`src/rtl/axi_lite_mem_master_if.sv`:
```
// AXI-lite channel bundle shared by the memory master and the block-RAM slave.
interface axi_lite_if #(
   parameter int DATA_WIDTH = 32,
   parameter int ADDR_WIDTH = 32
);
   localparam int STRB_WIDTH = DATA_WIDTH / 8;

   logic [ADDR_WIDTH-1:0] awaddr;
   logic [2:0]            awprot;
   logic                  awvalid;
   logic                  awready;
   logic [DATA_WIDTH-1:0] wdata;
   logic [STRB_WIDTH-1:0] wstrb;
   logic                  wvalid;
   logic                  wready;
   logic [1:0]            bresp;
   logic                  bvalid;
   logic                  bready;
   logic [ADDR_WIDTH-1:0] araddr;
   logic [2:0]            arprot;
   logic                  arvalid;
   logic                  arready;
   logic [DATA_WIDTH-1:0] rdata;
   logic [1:0]            rresp;
   logic                  rvalid;
   logic                  rready;

   modport master (
      output awaddr, awprot, awvalid, wdata, wstrb, wvalid, bready,
      output araddr, arprot, arvalid, rready,
      input  awready, wready, bresp, bvalid, arready, rdata, rresp, rvalid
   );

   modport slave (
      input  awaddr, awprot, awvalid, wdata, wstrb, wvalid, bready,
      input  araddr, arprot, arvalid, rready,
      output awready, wready, bresp, bvalid, arready, rdata, rresp, rvalid
   );
endinterface

```
`src/rtl/axi_lite_mem_master.sv`:
```
// Single-outstanding core memory request port bridged onto an AXI-lite master;
// one request becomes one AR/R or AW/W/B transaction and a one-cycle response.
module axi_lite_mem_master #(
   parameter int DATA_WIDTH = 32,
   parameter int STRB_WIDTH = DATA_WIDTH / 8
) (
   input  logic                  clk,
   input  logic                  rst,
   input  logic                  req_valid,
   output logic                  req_ready,
   input  logic                  req_we,
   input  logic [31:0]           req_addr,
   input  logic [DATA_WIDTH-1:0] req_wdata,
   input  logic [STRB_WIDTH-1:0] req_wstrb,
   output logic                  rsp_valid,
   output logic [DATA_WIDTH-1:0] rsp_rdata,
   output logic                  rsp_err,
   axi_lite_if.master            m_axi
);

   localparam logic [1:0] RESP_OKAY = 2'b00;

   typedef enum logic [2:0] {
      S_IDLE,
      S_AR,
      S_R,
      S_AW_W,
      S_B
   } state_t;

   state_t                r_state;
   state_t                w_state_nxt;

   logic [31:0]           r_addr;
   logic [DATA_WIDTH-1:0] r_wdata;
   logic [STRB_WIDTH-1:0] r_wstrb;
   logic                  r_aw_done;
   logic                  r_w_done;
   logic                  r_rsp_valid;
   logic [DATA_WIDTH-1:0] r_rsp_rdata;
   logic                  r_rsp_err;

   logic                  w_accept;
   logic                  w_misalign;
   logic                  w_arvalid;
   logic                  w_rready;
   logic                  w_awvalid;
   logic                  w_wvalid;
   logic                  w_bready;
   logic                  w_ar_hs;
   logic                  w_r_hs;
   logic                  w_aw_hs;
   logic                  w_w_hs;
   logic                  w_b_hs;
   logic                  w_aw_now;
   logic                  w_w_now;

   always_comb begin
      w_accept   = req_valid && (r_state == S_IDLE);
      w_misalign = (req_addr[1:0] != 2'b00);

      w_arvalid  = (r_state == S_AR);
      w_rready   = (r_state == S_R);
      w_awvalid  = (r_state == S_AW_W) && !r_aw_done;
      w_wvalid   = (r_state == S_AW_W) && !r_w_done;
      w_bready   = (r_state == S_B);

      w_ar_hs    = w_arvalid && m_axi.arready;
      w_r_hs     = w_rready  && m_axi.rvalid;
      w_aw_hs    = w_awvalid && m_axi.awready;
      w_w_hs     = w_wvalid  && m_axi.wready;
      w_b_hs     = w_bready  && m_axi.bvalid;

      // A handshake in the current cycle counts as done for the B transition.
      w_aw_now   = r_aw_done || w_aw_hs;
      w_w_now    = r_w_done  || w_w_hs;
   end

   always_comb begin
      w_state_nxt = r_state;
      case (r_state)
         S_IDLE: if (w_accept && !w_misalign) w_state_nxt = req_we ? S_AW_W : S_AR;
         S_AR:   if (w_ar_hs) w_state_nxt = S_R;
         S_R:    if (w_r_hs) w_state_nxt = S_IDLE;
         S_AW_W: if (w_aw_now && w_w_now) w_state_nxt = S_B;
         S_B:    if (w_b_hs) w_state_nxt = S_IDLE;
         default: w_state_nxt = S_IDLE;
      endcase
   end

   always_ff @(posedge clk) begin
      if (rst) r_state <= S_IDLE;
      else     r_state <= w_state_nxt;
   end

   always_ff @(posedge clk) begin
      if (rst) begin
         r_addr      <= '0;
         r_wdata     <= '0;
         r_wstrb     <= '0;
         r_aw_done   <= 1'b0;
         r_w_done    <= 1'b0;
         r_rsp_valid <= 1'b0;
         r_rsp_rdata <= '0;
         r_rsp_err   <= 1'b0;
      end else begin
         r_rsp_valid <= 1'b0;

         if (w_accept) begin
            r_addr  <= req_addr;
            r_wdata <= req_wdata;
            r_wstrb <= req_wstrb;
            if (w_misalign) begin
               r_rsp_valid <= 1'b1;
               r_rsp_err   <= 1'b1;
               r_rsp_rdata <= '0;
            end
         end

         if (w_r_hs) begin
            r_rsp_valid <= 1'b1;
            r_rsp_rdata <= m_axi.rdata;
            r_rsp_err   <= (m_axi.rresp != RESP_OKAY);
         end

         if (r_state == S_AW_W) begin
            if (w_aw_now && w_w_now) begin
               r_aw_done <= 1'b0;
               r_w_done  <= 1'b0;
            end else begin
               r_aw_done <= w_aw_now;
               r_w_done  <= w_w_now;
            end
         end

         if (w_b_hs) begin
            r_rsp_valid <= 1'b1;
            r_rsp_rdata <= '0;
            r_rsp_err   <= (m_axi.bresp != RESP_OKAY);
         end
      end
   end

   assign req_ready     = (r_state == S_IDLE);
   assign rsp_valid     = r_rsp_valid;
   assign rsp_rdata     = r_rsp_rdata;
   assign rsp_err       = r_rsp_err;

   assign m_axi.araddr  = r_addr;
   assign m_axi.arprot  = 3'b000;
   assign m_axi.arvalid = w_arvalid;
   assign m_axi.rready  = w_rready;
   assign m_axi.awaddr  = r_addr;
   assign m_axi.awprot  = 3'b000;
   assign m_axi.awvalid = w_awvalid;
   assign m_axi.wdata   = r_wdata;
   assign m_axi.wstrb   = r_wstrb;
   assign m_axi.wvalid  = w_wvalid;
   assign m_axi.bready  = w_bready;

endmodule

```
`src/flat_wrapper.sv`:
```
// flat-port wrapper written by rule: the top's interface ports become plain ports
module axi_lite_mem_master_flat 
#(
   parameter int DATA_WIDTH = 32,
   parameter int STRB_WIDTH = DATA_WIDTH / 8
)
  (clk, rst, req_valid, req_ready, req_we, req_addr, req_wdata, req_wstrb, rsp_valid, rsp_rdata, rsp_err, m_axi_awaddr, m_axi_awprot, m_axi_awvalid, m_axi_wdata, m_axi_wstrb, m_axi_wvalid, m_axi_bready, m_axi_araddr, m_axi_arprot, m_axi_arvalid, m_axi_rready, m_axi_awready, m_axi_wready, m_axi_bresp, m_axi_bvalid, m_axi_arready, m_axi_rdata, m_axi_rresp, m_axi_rvalid);
  axi_lite_if #(.DATA_WIDTH(DATA_WIDTH), .ADDR_WIDTH(32)) m_axi_i ();
  input  logic clk;
  input  logic rst;
  input  logic req_valid;
  output logic req_ready;
  input  logic req_we;
  input  logic [31:0] req_addr;
  input  logic [DATA_WIDTH-1:0] req_wdata;
  input  logic [STRB_WIDTH-1:0] req_wstrb;
  output logic rsp_valid;
  output logic [DATA_WIDTH-1:0] rsp_rdata;
  output logic rsp_err;
  output wire logic [$bits(m_axi_i.awaddr)-1:0] m_axi_awaddr;
  output wire logic [$bits(m_axi_i.awprot)-1:0] m_axi_awprot;
  output wire logic [$bits(m_axi_i.awvalid)-1:0] m_axi_awvalid;
  output wire logic [$bits(m_axi_i.wdata)-1:0] m_axi_wdata;
  output wire logic [$bits(m_axi_i.wstrb)-1:0] m_axi_wstrb;
  output wire logic [$bits(m_axi_i.wvalid)-1:0] m_axi_wvalid;
  output wire logic [$bits(m_axi_i.bready)-1:0] m_axi_bready;
  output wire logic [$bits(m_axi_i.araddr)-1:0] m_axi_araddr;
  output wire logic [$bits(m_axi_i.arprot)-1:0] m_axi_arprot;
  output wire logic [$bits(m_axi_i.arvalid)-1:0] m_axi_arvalid;
  output wire logic [$bits(m_axi_i.rready)-1:0] m_axi_rready;
  input wire logic [$bits(m_axi_i.awready)-1:0] m_axi_awready;
  input wire logic [$bits(m_axi_i.wready)-1:0] m_axi_wready;
  input wire logic [$bits(m_axi_i.bresp)-1:0] m_axi_bresp;
  input wire logic [$bits(m_axi_i.bvalid)-1:0] m_axi_bvalid;
  input wire logic [$bits(m_axi_i.arready)-1:0] m_axi_arready;
  input wire logic [$bits(m_axi_i.rdata)-1:0] m_axi_rdata;
  input wire logic [$bits(m_axi_i.rresp)-1:0] m_axi_rresp;
  input wire logic [$bits(m_axi_i.rvalid)-1:0] m_axi_rvalid;
  assign m_axi_awaddr = m_axi_i.awaddr;
  assign m_axi_awprot = m_axi_i.awprot;
  assign m_axi_awvalid = m_axi_i.awvalid;
  assign m_axi_wdata = m_axi_i.wdata;
  assign m_axi_wstrb = m_axi_i.wstrb;
  assign m_axi_wvalid = m_axi_i.wvalid;
  assign m_axi_bready = m_axi_i.bready;
  assign m_axi_araddr = m_axi_i.araddr;
  assign m_axi_arprot = m_axi_i.arprot;
  assign m_axi_arvalid = m_axi_i.arvalid;
  assign m_axi_rready = m_axi_i.rready;
  assign m_axi_i.awready = m_axi_awready;
  assign m_axi_i.wready = m_axi_wready;
  assign m_axi_i.bresp = m_axi_bresp;
  assign m_axi_i.bvalid = m_axi_bvalid;
  assign m_axi_i.arready = m_axi_arready;
  assign m_axi_i.rdata = m_axi_rdata;
  assign m_axi_i.rresp = m_axi_rresp;
  assign m_axi_i.rvalid = m_axi_rvalid;
  axi_lite_mem_master #(.DATA_WIDTH(DATA_WIDTH), .STRB_WIDTH(STRB_WIDTH)) u_core (.clk(clk), .rst(rst), .req_valid(req_valid), .req_ready(req_ready), .req_we(req_we), .req_addr(req_addr), .req_wdata(req_wdata), .req_wstrb(req_wstrb), .rsp_valid(rsp_valid), .rsp_rdata(rsp_rdata), .rsp_err(rsp_err), .m_axi(m_axi_i));
endmodule
```
`config.mk`:
```
export PLATFORM = sky130hd
export DESIGN_NAME = axi_lite_mem_master_flat
export DESIGN_NICKNAME = d
export VERILOG_FILES = /design/src/rtl/axi_lite_mem_master_if.sv /design/src/rtl/axi_lite_mem_master.sv /design/src/flat_wrapper.sv
export SDC_FILE = /design/constraint.sdc
export NUM_CORES = 1
export LEC_CHECK = 0
export CORE_MARGIN = 1.5
export CORE_UTILIZATION = 39
export CTS_BUF_LIST = sky130_fd_sc_hd__clkbuf_4 sky130_fd_sc_hd__clkbuf_8 sky130_fd_sc_hd__clkbuf_16
export CTS_CLUSTER_DIAMETER = 50
export CTS_CLUSTER_SIZE = 40
export DETAILED_ROUTE_END_ITERATION = 8
export PLACE_DENSITY = 0.85
export SETUP_SLACK_MARGIN = 0.05
export SLEW_MARGIN = 5
export SYNTH_ARGS = -nofsm -noshare
export SYNTH_HDL_FRONTEND = slang
export SYNTH_SLANG_ARGS = --single-unit
```
`constraint.sdc`:
```
create_clock -name clk -period 5.3 [get_ports clk]
set_clock_uncertainty 0.15 [all_clocks]
set_input_delay 1.325 -clock clk [delete_from_list [all_inputs] [get_ports clk]]
set_output_delay 1.325 -clock clk [all_outputs]
set_load 0.03 [all_outputs]
```
==> metrics.txt <==
status completed; IO buf count 252; most frequent cells in the layout 251 x clkdlybuf4s50_1, 138 x nand2_1, 107 x dfxtp_1; Seq cells post-synth 107; largest net degree at the start of global routing 77; # clock sinks 107; Pleak 2.438 nW; setup_tns 0 ns; IO Pins 259; first-pass GRT wire length 19260 um; NetSw 0.6116 mW; CTS tree built; most common cell after layout, fill and taps aside clkdlybuf4s50_1; Clock Latency Late Sink 0.36 ns; WP data required 3.83 ns; setup ws final 1.618 ns; Detail Route Antenna Nets 0; htree depth 3; Reg2Reg Depth 6; Hold WS 0.3067 ns; RSZ-0062 raised after global routing no; Slew Limit Headroom 0.2409; DR pass1 iterations 7; DR WL/cell 14.71 um; Critical Path Start Type flip-flop; initial core utilization 0.3981; Crit. End Element output pin; die footprint 11060 um^2; capture point of the critical path m_axi_wvalid; DP Area 6409 um^2; Crit Path Max Fanout 10; Setup WS pre-CTS 1.622 ns; Yosys warnings 0; Setup Viol. Count Final 0; drt drc 0; # Post-CTS Setup Buffers 0; vias per cell 4.982; Worst Tran Pin Value 1.139 ns; clock transition at the registers of the reported paths 0.10 ns; Clock Tree Buf Depth 2; Synth Instances 497; GRT Util Overall 0.2172; Max IR drop VDD 0.0001350 V; GPL Wtd Cong 0.8386; initial antenna violation count 0; final hold vios 0; post-synthesis cell area 4073 um^2; register-to-register setup slack 2.80 ns; pwr dens 303.5 nW/um^2; Starting DRT DRC Count 234; width of the die 105.2 um; r2r endpoint u_core.rsp_rdata[15]; fin nets 810; share of cells above drive strength 1 0.03846; # resized after CTS 0; Sequential Power Share 0.441; kind of critical path reg -> out; combinational power share 0.264; max frequency 271.6 MHz; grt ovf 0; cts bufs inserted 9; maxcap violations 0; vias in the first global route 4018; Die Y 105.2 um; min-delay worst type reg -> reg; overall routed net length 12330 um; vias 4175; Final Critical Period 3.682 ns; Area growth syn-to-layout 63.38%; Final period util 0.6948; Switching Fraction 0.3028; fin. max-slew vios 0; Worst Setup SP u_core.r_state[0]; R2R Path Start u_core.r_state[2]; site row count 37; Root Buffer clkbuf_8; Core Region 10230 um^2; design area 6654 um^2; # hold bufs at CTS 0; post-synthesis sequential area ratio 0.5260; antenna cells 0; Internal 1.408 mW; clock power share 0.295; unique cell type count in the Yosys netlist 27; Post-Syn Area per Cell 8.194 um^2; DP HPWL 8963 um; arrival time at the worst endpoint 2.21 ns
-- registers in the layout (all words and copies together), names as in the netlist --
register and cells:
u_core.rsp_err 1, u_core.m_axi.wstrb 4, u_core.rsp_valid 1, u_core.m_axi.araddr 32
u_core.r_state 3, u_core.rsp_rdata 32, u_core.r_w_done 1, u_core.m_axi.wdata 32
u_core.r_aw_done 1
-- stage by stage --
| stage | power (mW) | instances | utilization |
|---|---|---|---|
| 2_1_floorplan | 1.214 | 502 | - |
| 3_3_place_gp | 1.432 | 822 | 0.6264 |
| 3_5_place_dp | 1.445 | 822 | 0.6264 |
| 4_1_cts | 2.037 | 838 | 0.6504 |
| 5_1_grt | 2.101 | 838 | 0.6504 |
| 6_report | 2.019 | 838 | 0.6504 |
-- final cells by class --
| class | instances | area, um^2 |
|---|---|---|
| multi-input combinational | 319 | 1530 |
| sequential | 107 | 2142 |
| fill | 849 | 3577 |
| clock inverter | 7 | 121.4 |
| timing repair buffer | 257 | 2555 |
| clock buffer | 9 | 123.9 |
| tap | 136 | 170.2 |
| inverter | 3 | 11.26 |
-- worst min-delay path by stage --
| stage | slack (ns) | start | cells after the start | endpoint |
|---|---|---|---|---|
| 6_report | 0.31 | u_core.m_axi.wdata[17] | 2 | u_core.m_axi.wdata[17] |
| 5_1_grt | 0.33 | u_core.m_axi.wdata[24] | 2 | u_core.m_axi.wdata[24] |
| 4_1_cts | 0.31 | u_core.m_axi.wdata[22] | 2 | u_core.m_axi.wdata[22] |
| 3_5_place_dp | 0.30 | u_core.m_axi.wdata[22] | 2 | u_core.m_axi.wdata[22] |
| 3_3_place_gp | 0.29 | u_core.m_axi.wdata[22] | 2 | u_core.m_axi.wdata[22] |
| 2_1_floorplan | 0.35 | u_core.r_aw_done | 2 | u_core.r_aw_done |
-- cell usage after synthesis --
master | n | area (um^2)
or3_1 | 2 | 12.51
clkbuf_1 | 26 | 97.59
nand2_1 | 139 | 521.8
o32ai_1 | 1 | 8.760
buf_2 | 7 | 35.03
inv_1 | 3 | 11.26
conb_1 | 1 | 3.750
o21a_1 | 1 | 7.510
buf_4 | 38 | 285.3
a22oi_1 | 33 | 247.7
o21ai_0 | 1 | 5.000
nand2b_1 | 4 | 25.02
a21oi_1 | 75 | 375.4
nor3_1 | 8 | 40.04
o311ai_0 | 1 | 8.760
nor2_1 | 39 | 146.4
nand3_1 | 1 | 5.000
a221o_1 | 1 | 10.01
or2_2 | 1 | 6.260
dfxtp_1 | 107 | 2142
nor4b_4 | 1 | 23.77
a21oi_2 | 1 | 8.760
nor2b_1 | 1 | 6.260
nand4bb_1 | 1 | 11.26
nor4bb_1 | 1 | 10.01
buf_1 | 2 | 7.510
o311a_1 | 1 | 10.01
-- kinds of logic after synthesis --
kind of cell	synth area share
simple gates	0.1985
compound gates	0.1674
buf+inv	0.1072
flops	0.5260
other cells	0.0009208
-- power groups by stage --
| stage | combinational (mW) | clock [mW] | sequential [mW] |
|---|---|---|---|
| 6_report | 0.534 | 0.595 | 0.891 |
| 5_1_grt | 0.567 | 0.637 | 0.898 |
| 4_1_cts | 0.538 | 0.608 | 0.891 |
| 3_5_place_dp | 0.536 | 0 | 0.909 |
| 3_3_place_gp | 0.527 | 0 | 0.905 |
| 2_1_floorplan | 0.215 | 0 | 0.998 |
-- worst max-delay path, stage by stage (launching register included) --
cell and delay, ns:
dfxtp_1 0.62, nor2b_1 0.22, nand2_1 0.14, nor2_1 0.16, clkdlybuf4s50_1 0.70
-- layer usage --
layer | vias up | wire (um) | part of all wire | global-route usage
met2 | 189 | 6343 | 0.51 | 0.3964
met4 | 0 | 311 | 0.025 | 0.09491
li1 | 1990 | - | - | -
met1 | 1975 | 4864 | 0.39 | 0.2410
met3 | 21 | 809 | 0.066 | 0.04616
met5 | - | 0 | 0 | 0
No activity file was read; power rests on OpenSTA's default activity.
